## src/rtl/led_fade_master.sv

```systemverilog
// Wishbone master that fades the RGB LED PWM registers toward a target colour.
// One step per prescaler tick; each changed channel is written in R, G, B order.
module led_fade_master #(
    parameter int unsigned STEP_DIV  = 1000,
    parameter int unsigned STEP_SIZE = 1
) (
    input  logic        clk_i,
    input  logic        rst_i,
    input  logic        tgt_valid_i,
    output logic        tgt_ready_o,
    input  logic [23:0] tgt_rgb_i,
    output logic [23:0] color_o,
    output logic        busy_o,
    output logic        wb_cyc_o,
    output logic        wb_stb_o,
    output logic        wb_we_o,
    output logic [3:0]  wb_adr_o,
    output logic [7:0]  wb_dat_o,
    input  logic        wb_ack_i
);

    localparam int PW = (STEP_DIV > 1) ? $clog2(STEP_DIV) : 1;
    localparam logic [PW-1:0] PMAX = PW'(STEP_DIV - 1);
    localparam logic [8:0] STEP9 = 9'(STEP_SIZE);

    typedef enum logic [1:0] {
        IDLE,
        WR_R,
        WR_G,
        WR_B
    } state_e;

    state_e         state_q, state_d;
    logic [PW-1:0]  presc_q, presc_d;
    logic [23:0]    cur_q, cur_d;
    logic [23:0]    tgt_q, tgt_d;
    logic [2:0]     chg_q, chg_d;
    logic           gap_q, gap_d;

    logic           tick;
    logic           stb_act;
    logic           acked;
    logic [23:0]    nxt;
    logic [2:0]     mask;

    function automatic logic [7:0] step_ch(input logic [7:0] c,
                                           input logic [7:0] t);
        logic [8:0] c9;
        logic [8:0] t9;
        c9 = {1'b0, c};
        t9 = {1'b0, t};
        if (c9 < t9) begin
            step_ch = ((t9 - c9) > STEP9) ? 8'(c9 + STEP9) : t;
        end else if (c9 > t9) begin
            step_ch = ((c9 - t9) > STEP9) ? 8'(c9 - STEP9) : t;
        end else begin
            step_ch = c;
        end
    endfunction

    assign tick = (presc_q == PMAX);

    assign nxt[23:16] = step_ch(cur_q[23:16], tgt_q[23:16]);
    assign nxt[15:8]  = step_ch(cur_q[15:8],  tgt_q[15:8]);
    assign nxt[7:0]   = step_ch(cur_q[7:0],   tgt_q[7:0]);

    assign mask[2] = (nxt[23:16] != cur_q[23:16]);
    assign mask[1] = (nxt[15:8]  != cur_q[15:8]);
    assign mask[0] = (nxt[7:0]   != cur_q[7:0]);

    // gap_q marks the forced idle bus cycle between two writes
    assign stb_act = (state_q != IDLE) && !gap_q;
    assign acked   = stb_act && wb_ack_i;

    always_comb begin
        presc_d = tick ? '0 : presc_q + PW'(1);
        state_d = state_q;
        cur_d   = cur_q;
        tgt_d   = tgt_q;
        chg_d   = chg_q;
        gap_d   = 1'b0;
        unique case (state_q)
            IDLE: begin
                if (tgt_valid_i) begin
                    tgt_d = tgt_rgb_i;
                end
                if (tick) begin
                    cur_d = nxt;
                    chg_d = mask;
                    if (mask[2]) begin
                        state_d = WR_R;
                    end else if (mask[1]) begin
                        state_d = WR_G;
                    end else if (mask[0]) begin
                        state_d = WR_B;
                    end
                end
            end
            WR_R: begin
                if (acked) begin
                    if (chg_q[1]) begin
                        state_d = WR_G;
                    end else if (chg_q[0]) begin
                        state_d = WR_B;
                    end else begin
                        state_d = IDLE;
                    end
                    gap_d = (state_d != IDLE);
                end
            end
            WR_G: begin
                if (acked) begin
                    state_d = chg_q[0] ? WR_B : IDLE;
                    gap_d   = (state_d != IDLE);
                end
            end
            WR_B: begin
                if (acked) begin
                    state_d = IDLE;
                end
            end
            default: state_d = IDLE;
        endcase
    end

    always_ff @(posedge clk_i) begin
        if (rst_i) begin
            state_q <= IDLE;
            presc_q <= '0;
            cur_q   <= '0;
            tgt_q   <= '0;
            chg_q   <= '0;
            gap_q   <= 1'b0;
        end else begin
            state_q <= state_d;
            presc_q <= presc_d;
            cur_q   <= cur_d;
            tgt_q   <= tgt_d;
            chg_q   <= chg_d;
            gap_q   <= gap_d;
        end
    end

    always_comb begin
        wb_adr_o = 4'd0;
        wb_dat_o = 8'd0;
        if (stb_act) begin
            unique case (state_q)
                WR_R: begin
                    wb_adr_o = 4'd0;
                    wb_dat_o = cur_q[23:16];
                end
                WR_G: begin
                    wb_adr_o = 4'd1;
                    wb_dat_o = cur_q[15:8];
                end
                WR_B: begin
                    wb_adr_o = 4'd2;
                    wb_dat_o = cur_q[7:0];
                end
                default: begin
                    wb_adr_o = 4'd0;
                    wb_dat_o = 8'd0;
                end
            endcase
        end
    end

    assign wb_cyc_o    = stb_act;
    assign wb_stb_o    = stb_act;
    assign wb_we_o     = stb_act;
    assign tgt_ready_o = (state_q == IDLE);
    assign color_o     = cur_q;
    assign busy_o      = (state_q != IDLE) || (cur_q != tgt_q);

endmodule
```

## config.mk

```make
export PLATFORM = sky130hd
export DESIGN_NAME = led_fade_master
export DESIGN_NICKNAME = d
export VERILOG_FILES = /design/src/rtl/led_fade_master.sv
export SDC_FILE = /design/constraint.sdc
export NUM_CORES = 1
export LEC_CHECK = 0
export ABC_CLOCK_PERIOD_IN_PS = 7400
export CORE_MARGIN = 3
export CORE_UTILIZATION = 48
export DETAILED_ROUTE_END_ITERATION = 16
export DONT_BUFFER_PORTS = 1
export HOLD_SLACK_MARGIN = 0.08
export SETUP_SLACK_MARGIN = 0.4
export SLEW_MARGIN = 20
export SYNTH_ARGS = -nofsm -noshare
export SYNTH_HDL_FRONTEND = slang
export SYNTH_SLANG_ARGS = --single-unit
```

## constraint.sdc

```tcl
create_clock -name clk_i -period 7.4 [get_ports clk_i]
set_clock_uncertainty 0.2 [all_clocks]
set_input_delay 2.22 -clock clk_i [delete_from_list [all_inputs] [get_ports clk_i]]
set_output_delay 2.22 -clock clk_i [all_outputs]
set_load 0.005 [all_outputs]
```

======== Yosys cells after proc, flatten, opt, wreduce, memory -nomap -nowiden ========
Cells that the tools add are included.
word-level totals
  register bits ........................... 63
  bits in latches ......................... 0
  memory bits (writable) .................. 0
  memory bits (read-only) ................. 0
  bits of input ports ..................... 28
  output and inout bits ................... 41
  logic and storage cells ................. 87
  memories kept ........................... 0
operators by class
  add/subtract/negate cells ............... 13
  $mul .................................... 0
  divide/modulo/power cells ............... 0
  $lt $le $gt $ge ......................... 12
  eq/ne operators ......................... 13
  shift operators ......................... 0
  mux-type cells .......................... 31
  bitwise operators ....................... 0
  reductions and logical operators ........ 12
operators with widths
  operator               number
  $mux 8                 13
  $gt 9x1->1 const B     6
  $sub 8x8->9            6
  $add 8x1->8 const B    3
  $gt 8x8->1             3
  $lt 8x8->1             3
  $mux 2                 12
  $ne 24x24->1           1
  $ne 8x8->1             3
  $pmux 8 s3             1
  $sub 8x1->8 const B    3
  $add 10x1->10 const B  1
  $eq 10x10->1 const B   1
  $pmux 2 s4             1
  $ne 2x2->1 const B     3
  $reduce_bool 2->1      3
  $reduce_and 5->1       1
  $eq 2x2->1 const B     2
  $ne 4x1->1 const B     1
  $pmux 2 s2             1
  $reduce_and 2->1       2
  $eq 2x1->1 const B     1
  $logic_and 1x1->1      2
  $logic_not 2->1        1
  6 further kinds        7

======== Logic depth before layout (Yosys ltp) ========
Gate-level depths: netlist of run 1.
  depth after elaboration ................. 11
  mapped depth ............................ 18
  depth with buffers taken out ............ 14

======== Worst setup path after synthesis of run 1 ========
No wires, ideal clock.
  path kind ............................... flip-flop to output port
  from .................................... register cur_q[5] (netlist: color_o[5])
  to ...................................... output port busy_o
  data arrival time ....................... 2.578 ns
  data required time ...................... 4.980 ns
  slack ................................... 2.402 ns
  stages on the path, launching flop included .. 11
  buffers on the path ..................... 4
  path through ............................ dfxtp_1 > clkbuf_1 > inv_1 > ha_1 > clkbuf_1 > nand2_1 > nor2_1 > and4_1 > clkbuf_1 > clkbuf_1 > nand4_1
on the way
  cells in the longest elaborated chain, start to end .. 2
RTL lines
  item                    line  source
  from (decl)             35    logic [23:0] cur_q, cur_d;
  from (signal assigned)  137   cur_q <= cur_d;
  $ne 24x24->1            174   assign busy_o = (state_q != IDLE) || (cur_q != tgt_q);
  $logic_or 1x1->1        174
  to (decl)               13    output logic busy_o,
No other way between the ends.

======== Final worst setup path of run 1 ========
  from .................................... register cur_q[4] (netlist: color_o[4])
  to ...................................... output port busy_o
The elaborated chain is that of the path after synthesis.

==> results of run 1 <==
[metal layers]
metal | part of all wire (%) | track usage (%) | vias to the layer above
met5 | 0 | 0 | -
met3 | 8.7 | 5.51 | 56
met1 | 44 | 39.4 | 4030
li1 | - | - | 4062
met2 | 44 | 43.2 | 415
met4 | 3.0 | 9.50 | 0
[placed cells by master (no fill, tap or decap), drive strengths merged, types with 6 or more instances in the layout]
| cell type | instances |
|---|---|
| mux2 | 6 |
| nor2b | 12 |
| a211oi | 33 |
| mux2i | 13 |
| clkbuf | 9 |
| a222oi | 9 |
| and3 | 11 |
| ha | 61 |
| inv | 72 |
| a21oi | 104 |
| dfxtp | 63 |
| a31oi | 14 |
| a311oi | 7 |
| nand4 | 23 |
| o31ai | 13 |
| a221oi | 7 |
| nand2b | 17 |
| buf | 8 |
| nand2 | 119 |
| or3 | 11 |
| o211ai | 15 |
| nor3 | 33 |
| a21o | 9 |
| fa | 6 |
| o21ai | 51 |
| a2111oi | 10 |
| nand3 | 44 |
| o22ai | 7 |
| a211o | 9 |
| nor4 | 21 |
| xnor2 | 29 |
| nor2 | 88 |
| nand3b | 6 |
| xor2 | 15 |
[sequential cells by signal, summed over array words and instances, names as in the netlist]
register	cells
color_o	24
presc_q	10
gap_q	1
state_q	2
chg_q	2
tgt_q	24
[power by group through the flow]
stage                     Sequential [mW]  Combinational [mW]  Clock (mW)
after floorplan                     0.404                1.13           0
after global placement              0.427                1.45           0
after detailed placement            0.427                1.44           0
after CTS                           0.419                1.45       0.479
after global routing                0.424                1.62       0.493
final                               0.421                1.49       0.472
[logic make-up after synthesis]
kind of cell               after synthesis  synth area share, %
and+or+nand+nor                        415                 26.1
AOI/OAI and AO/OA                      362                 31.9
buffers and inverters                  155                 7.70
adders and majority gates               67                 11.1
DFF                                     63                 15.8
xor gates and xnor gates                44                 4.84
muxes                                   19                 2.48
other                                    1               0.0471
[metrics by stage]
step | hold slack, ns | std cells | setup slack, ns
CTS | 0.270 | 1283 | 1.86
global placement | 0.248 | 1267 | 2.22
finish | 0.264 | 1283 | 1.79
detailed placement | 0.256 | 1267 | 2.24
floorplan | 0.230 | 1127 | 2.40
global route | 0.307 | 1283 | 1.68
[how the worst max path moves through the flow]
| stage | from | endpoint | slack [ns] |
|---|---|---|---|
| final | color_o[4] | busy_o | 1.79 |
| after global routing | color_o[12] | busy_o | 1.68 |
| after CTS | color_o[12] | busy_o | 1.86 |
| after detailed placement | color_o[12] | busy_o | 2.24 |
| after global placement | color_o[4] | busy_o | 2.22 |
| after floorplan | color_o[5] | busy_o | 2.40 |
[layout make-up]
type	count	area share, %
Clock inverter	7	1.25
Timing Repair Buffer	8	0.725
Sequential cell	63	15.2
Inverter	71	3.22
Multi-Input combinational cell	909	73.6
Clock buffer	9	2.72
Tap cell	216	3.26
[cells in the mapped netlist, types with 9 or more instances]
master | n | area [um^2]
nand2_1 | 119 | 447
a21oi_1 | 104 | 521
nor2_1 | 88 | 330
clkbuf_1 | 69 | 259
inv_1 | 68 | 255
dfxtp_1 | 63 | 1260
ha_1 | 61 | 763
o21ai_0 | 48 | 240
nand3_1 | 44 | 220
a211oi_1 | 33 | 248
nor3_1 | 31 | 155
xnor2_1 | 29 | 254
nand4_1 | 23 | 144
nor4_1 | 19 | 119
nand2b_1 | 17 | 106
o211ai_1 | 15 | 113
xor2_1 | 15 | 131
a31oi_1 | 14 | 87.6
mux2i_1 | 13 | 130
nor2b_1 | 12 | 75.1
o31ai_1 | 12 | 90.1
and3_1 | 11 | 68.8
or3_1 | 11 | 68.8
a211o_1 | 9 | 78.8
a21o_1 | 9 | 67.6
a222oi_1 | 9 | 90.1
==> metrics.md, run 1 <==
| Metric | Value |
|---|---|
| Worst-Margin Slew | `approximately 1.1 ns` |
| Final Cell Area | `a little over 0.008 mm^2` |
| First-pass GRT wire length | `41.5 mm` |
| Family with the most delay on the worst path | `simple AND/OR/NAND/NOR gates` |
| CTS Buffer Depth | `2` |
| Share of post-route cells with drive strength above 1 | `a little over 5%` |
| Clock Latency Late Sink | `approximately 0.34 ns` |
| Die Wd | `around 130 um` |
| Initial antenna violation count | `0` |
| Reg2reg path depth | `13` |
| Peak VDD IR | `0.000157 V` |
| Minimum clock period | `roughly 5.6 ns` |
| Pin count of the biggest net entering global routing | `56` |
| Via density | `6.67` |
| Total Power | `roughly 2.4 mW` |
| Min-Delay Path Depth | `1` |
| Worst Hold Class | `reg2reg` |
| H-tree depth | `3` |
| Rel. slew slack | `about 29%` |
| Starting density of the core | `roughly 50%` |
| Worst Path Buf+Inv | `2` |
| Unrepaired setup endpoints after global routing | `no` |
| Row cnt | `46` |
| Clk pwr share | `approximately a fifth` |
| Setup crit start kind | `flop` |
| Via count | `around 8,600` |
| DP Area | `a little under 0.008 mm^2` |
| Die ar. | `between 0.015 and 0.02 mm^2` |
| Post-synth EDFFs | `0` |
| CP Depth | `7` |
| Worst path cell trace | `inv_1 > ha_1 > nand2_1 > nor2_1 > and4_1 > buf_4 > nand4_1` |
| I/O Pins | `69` |
| Hold Buf Count CTS | `0` |
| Async S/R FF share, synth | `0%` |
| Slowest CP cell | `dfxtp_1` |
| Placer Congestion | `about 0.96` |
| Final Hold Viols | `0` |
| Area Growth Syn to Fin | `4.10%` |
| R2R Path End | `state_q[1]` |
| Min-delay src | `presc_q[0]` |
| Combinational Power Share | `62.5%` |
| Sequential element share of the synthesized area | `between 10% and 20%` |
| DRC violations left | `0` |
| DRT Pass-1 Iters | `10` |
| Crit-path max cell delay | `between 0.7 and 0.8 ns` |
| Wire per inst | `just over 20 um` |
| P per Cell Area | `around 290 mW/mm^2` |
| Final wirelength | `26.3 mm` |
| Leakage | `between 3 and 4 nW` |
| Max Clk Rate | `~180 MHz` |
| Status | `finished, final reports clean` |
| Clock Pin Slew Worst Setup and Hold Paths | `0.06 ns` |
| RR Startpoint | `color_o[4]` |
| CP endpoint kind | `output port` |
| Die Ht | `135 um` |
| FF/Latch Area | `about 0.0013 mm^2` |
| Switching pwr | `between 1 and 1.5 mW` |
| Internal | `~1.2 mW` |
| Net Sw Frac | `between 50% and 60%` |
| Area of the core | `between 0.015 and 0.02 mm^2` |
| Worst Path Arrival | `about 3.2 ns` |
| Multi-input gate area | `a little over 0.006 mm^2` |
| Sinks on Clock Net | `between 60 and 70` |
| Vias in the first global route | `7,537` |
| Post-layout util | `between 50 and 60%` |
| Post-route ant nets | `0` |
| CTS tree | `yes` |
| Synth cell types | `90` |
| Final Max Tran Viols | `0` |
| Hold worst-path end | `presc_q[0]` |
| Setup Buffers After CTS | `0` |
| Final HPWL DP | `between 15 and 20 mm` |
| Initial drt markers | `approximately 1,100` |
| Synthesized flop and latch total | `63` |
| CP Max Fanout | `16` |
| Root Buffer | `clkbuf_16` |
| Worst reg2reg setup slack | `between 2 and 2.5 ns` |
| Total CTS buffers | `9` |
| Setup violators final | `0` |
| Syn Inst Count | `1,126` |
| Worst Path Required | `approximately 5 ns` |
| Crit path kind | `reg2out` |
| Synthesis Warnings | `0` |
| Final layout net count | `roughly 1,200` |
| Setup TNS | `0 ns` |
| Sequential Power Share | `between 15 and 20%` |
| Syn Area/Cell | `7.07 um^2` |
| Gr ovfl total | `0` |
| Number of max-cap violations | `0` |
| Post-CTS resize count | `0` |
| ANT cells | `0` |
| Synthesized area | `between 0.007 and 0.008 mm^2` |
| All-Layer GR Usage | `between 20% and 30%` |
| Port bufs | `0` |
| Top FF cell, synth | `dfxtp_1` |
| Fillers | `~1,600` |
| Fin crit share | `approximately three quarters` |
Power figures use the tool's default switching activity.
==> run 2, diff against run 1 <==
- ABC_CLOCK_PERIOD_IN_PS: 7400 -> 5400
- clock period: 7.4 -> 5.4 ns (I/O delays scaled with it)
==> metrics.md, run 2 (synthesis gave the netlist of run 1 again) <==
| Metric | Value |
|---|---|
| Post-layout util | `approximately 53%` |
| Row cnt | `46` |
| Setup TNS | `0 ns` |
| DP Area | `a little over 0.008 mm^2` |
| Placed insts | `approximately 1,300` |
| Die Wd | `about 130 um` |
| Vias in the first global route | `7,759` |
| Share of post-route cells with drive strength above 1 | `around 8.0%` |
| Area Growth Syn to Fin | `7.14%` |
| ANT cells | `0` |
| Worst Hold Class | `reg2reg` |
| CTS Buffer Depth | `2` |
| Initial antenna violation count | `0` |
| Most frequent cells in the layout | `nand2_1, a21oi_1, nor2_1` |
| Die Ht | `roughly 130 um` |
| Setup violators final | `0` |
| Root Buffer | `clkbuf_16` |
| Rel. slew slack | `41.7%` |
| Final HPWL DP | `20.0 mm` |
| Initial drt markers | `between 900 and 1,000` |
| Sequential Power Share | `17.4%` |
| Peak VDD IR | `around 0.00018 V` |
| Final layout net count | `~1,200` |
| Final Cell Area | `roughly 0.0085 mm^2` |
| FF/Latch Area | `0.00126 mm^2` |
| DRC violations left | `0` |
| Placer Congestion | `between 0.9 and 1` |
| Worst Path Arrival | `between 4 and 5 ns` |
| Worst Path Required | `roughly 5.5 ns` |
| Combinational Power Share | `64.2%` |
| Final wirelength | `~27 mm` |
| Sinks on Clock Net | `between 60 and 70` |
| Switching pwr | `between 1.5 and 2 mW` |
| All-Layer GR Usage | `28.8%` |
| Max Clk Rate | `between 200 and 250 MHz` |
| Status | `finished, final reports clean` |
| Wire per inst | `roughly 20 um` |
| CP endpoint kind | `flop` |
| Total CTS buffers | `9` |
| CTS tree | `yes` |
| I/O Pins | `69` |
| Minimum clock period | `4.83 ns` |
| Clock Pin Slew Worst Setup and Hold Paths | `0.06 ns` |
| Via count | `8,706` |
| Fin crit share | `about nine tenths` |
| P per Cell Area | `387 mW/mm^2` |
| Final Max Tran Viols | `0` |
| Most common cell after layout, fill and taps aside | `nand2_1` |
| Post-route ant nets | `0` |
| Number of max-cap violations | `0` |
| DRT Pass-1 Iters | `6` |
| Gr ovfl total | `0` |
| Hold Buf Count CTS | `0` |
| Die ar. | `approximately 0.018 mm^2` |
| Crit path kind | `reg2reg` |
| Unrepaired setup endpoints after global routing | `no` |
| Multi-input gate area | `around 0.006 mm^2` |
| Setup crit start kind | `flop` |
| Final std cells w/o fill | `~1,300` |
| First-pass GRT wire length | `roughly 42 mm` |
| Port bufs | `0` |
| Final Hold Viols | `0` |
| Area of the core | `around 0.016 mm^2` |
| Internal | `between 1.5 and 2 mW` |
| Leakage | `around 3.2 nW` |
| Starting density of the core | `between 40% and 50%` |
| Via density | `approximately 6.6` |
| CP Max Fanout | `7` |
| Clock Latency Late Sink | `0.34 ns` |
| Net Sw Frac | `between 50% and 60%` |
| Clk pwr share | `18.4%` |
| Fillers | `~1,600` |
| H-tree depth | `3` |
| Pin count of the biggest net entering global routing | `between 50 and 60` |
| Worst-Margin Slew | `0.871 ns` |
## run 2: metrics by stage
step,power (mW),hold slack [ns],setup WS (ns)
detailed placement,2.61,0.254,0.661
global placement,2.62,0.244,0.683
global route,3.52,0.290,0.402
CTS,3.23,0.268,0.627
finish,3.30,0.264,0.571
floorplan,2.11,0.230,1.00
## run 2: area by class of cell
type                       instances  share of cell area [%]
clock buffer                      10                    2.80
tap                              216                    3.17
inverter                          71                    3.13
timing repair buffer              37                    3.26
sequential                        63                    14.8
multi-input combinational        909                    72.0
clock inverter                     6                   0.807
## run 2: final timing paths
check	slack, ns	cells past startpoint	to	startpoint
worst max-delay path	0.57	13	state_q[1]	color_o[16]
worst min-delay path	0.26	1	presc_q[0]	presc_q[0]
worst max register to register	0.57	13	state_q[1]	color_o[16]
worst min register to register	0.26	1	presc_q[0]	presc_q[0]
## run 2: what timing repair did
item / in CTS / in global routing
setup endpoints to repair: 0 / 2
setup buffers: 0 / 0
gates resized for setup: 0 / 7
## run 2: power groups by stage
stage	clock network, mW	logic (mW)	registers [mW]
floorplan	0	1.56	0.554
global placement	0	2.04	0.583
detailed placement	0	2.03	0.583
CTS	0.617	2.04	0.572
global route	0.634	2.31	0.579
finish	0.607	2.12	0.573
## run 2: worst max-delay path, cell delays in order (launching register included)
cell and delay (ns):
dfxtp_1 0.45, inv_1 0.17, ha_1 0.27, fa_1 0.42, nand2b_1 0.19, a211o_1 0.32
a211oi_1 0.60, a311oi_1 0.24, o31ai_1 0.40, a211oi_1 0.15, a2111oi_0 0.57, nand4_1 0.30
and3b_1 0.27, a211oi_1 0.19
## run 2: per-layer routing
layer,global-route usage [%],up-vias,routed length [um]
met4,8.94,0,677
li1,-,4108,-
met1,39.9,4199,11900
met5,0,-,0
met3,6.18,51,2210
met2,44.7,348,11900
==> run 3, diff against run 2 <==
- CORE_MARGIN: 3 -> not set
- REMOVE_ABC_BUFFERS: not set -> 1
==> metrics.md, run 3 (synthesis gave the netlist of run 1 again) <==
| Metric | Value |
|---|---|
| Max Clk Rate | `~210 MHz` |
| Worst Path Arrival | `4.77 ns` |
| Wire per inst | `20.5 um` |
| Setup violators final | `0` |
| Hold Buf Count CTS | `0` |
| Minimum clock period | `about 4.7 ns` |
| Initial drt markers | `1,051` |
| Clock Pin Slew Worst Setup and Hold Paths | `roughly 0.070 ns` |
| Min-Delay Path Depth | `1` |
| Starting density of the core | `between 40% and 50%` |
| H-tree depth | `3` |
| ANT cells | `0` |
| Clock Latency Late Sink | `0.35 ns` |
| DRC violations left | `0` |
| Placed insts | `1,299` |
| Most frequent cells in the layout | `nand2_1, a21oi_1, nor2_1` |
| Setup crit start kind | `flop` |
| Final layout net count | `1,190` |
| Placer Congestion | `0.976` |
| CTS tree | `yes` |
| Vias in the first global route | `slightly below 8,000` |
| Gr ovfl total | `0` |
| Area of the core | `between 0.015 and 0.02 mm^2` |
| Die Ht | `around 130 um` |
| Post-route ant nets | `0` |
| Most common cell after layout, fill and taps aside | `nand2_1` |
| Root Buffer | `clkbuf_16` |
| Port bufs | `0` |
| Die ar. | `approximately 0.017 mm^2` |
| Setup TNS | `0 ns` |
| Total Power | `between 3 and 4 mW` |
| Via density | `around 6.5` |
| Die Wd | `131 um` |
| DRT Pass-1 Iters | `7` |
| Fillers | `around 1,600` |
| P per Cell Area | `between 300 and 400 mW/mm^2` |
| Sinks on Clock Net | `63` |
| Final Hold Viols | `0` |
| Share of post-route cells with drive strength above 1 | `approximately 8.4%` |
| Worst Path Required | `roughly 5.5 ns` |
| Reg2reg path depth | `14` |
| Total CTS buffers | `9` |
| Multi-input gate area | `between 0.006 and 0.007 mm^2` |
| Final std cells w/o fill | `1,316` |
| CTS Buffer Depth | `2` |
| Number of max-cap violations | `0` |
| Status | `finished, final reports clean` |
| Initial antenna violation count | `0` |
| Unrepaired setup endpoints after global routing | `no` |
| Worst-Margin Slew | `~1.1 ns` |
| Final HPWL DP | `approximately 20 mm` |
| CP Max Fanout | `9` |
| Rel. slew slack | `around 24%` |
| All-Layer GR Usage | `roughly a third` |
| Leakage | `about 3.2 nW` |
| Peak VDD IR | `approximately 0.0002 V` |
| First-pass GRT wire length | `about 42 mm` |
| I/O Pins | `69` |
| Fin crit share | `between 80 and 90%` |
| CP endpoint kind | `flop` |
| Row cnt | `between 40 and 50` |
| Area Growth Syn to Fin | `7.23%` |
| Post-layout util | `roughly 53%` |
| Post-place setup slack | `slightly above 0.6 ns` |
| Final wirelength | `about 27 mm` |
| Post-route setup slack | `approximately 0.7 ns` |
| Final Max Tran Viols | `0` |
| Via count | `about 8,600` |
| FF/Latch Area | `0.00126 mm^2` |
| Crit path kind | `reg2reg` |
| Pin count of the biggest net entering global routing | `56` |
| Worst Hold Class | `reg2reg` |
## run 3: cell types whose count changed in the layout (fill, tap and decap cells not counted), sizes merged
cell	before	now
buf	37	41
bufinv	1	0
clkbuf	10	9
clkinv	4	5
inv	71	72
## run 3: stage by stage
step / instance area (um^2) / hold WS (ns)
2_1_floorplan: 7610 / 0.230
3_5_place_dp: 8200 / 0.261
4_1_cts: 8480 / 0.275
6_report: 8530 / 0.262
5_1_grt: 8530 / 0.295
3_3_place_gp: 8200 / 0.243
## run 3: final timing paths
kind / from / endpoint / slack (ns)
worst max-delay path: tgt_q[16] / state_q[1] / 0.70
worst min-delay path: presc_q[0] / presc_q[0] / 0.26
worst max register to register: tgt_q[16] / state_q[1] / 0.70
worst min register to register: presc_q[0] / presc_q[0] / 0.26
## run 3: cell type report
cell class / instances / share of cell area [%]
clock buffer: 9 / 2.64
clock inverter: 7 / 0.660
inverter: 71 / 3.12
multi-input combinational: 909 / 72.0
sequential: 63 / 14.8
tap: 216 / 3.17
timing repair buffer: 41 / 3.61
## run 3: report_power, final
group | leakage [nW] | switching [mW] | internal, mW
registers | 0.512 | 0.0698 | 0.503
logic | 2.55 | 1.38 | 0.749
clock network | 0.136 | 0.259 | 0.316
## run 3: worst max-delay path, cell delays in order, from the launching register on
cell       delay, ns
dfxtp_1         0.48
inv_1           0.12
ha_1            0.22
fa_1            0.42
nand2b_1        0.21
a211oi_1        0.22
a21bo_1         0.27
a221o_1         0.52
o32ai_1         0.49
o21a_1          0.16
a211oi_1        0.05
a2111oi_1       0.51
nand4_1         0.26
and3b_1         0.26
a211oi_1        0.21
## run 3: what timing repair did
action | 4_1_cts | 5_1_grt
endpoints found under the setup margin | 0 | 2
resized for setup | 0 | 9
endpoints found under the hold margin | 0 | 0
setup buffers | 0 | 1
## run 3: metal layers
metal | vias to the layer above | track usage (%) | share of wire (%)
li1 | 4124 | - | -
met2 | 411 | 50.2 | 44
met5 | - | 0 | 0
met4 | 0 | 10.8 | 2.4
met1 | 4032 | 43.0 | 44
met3 | 48 | 7.08 | 8.8
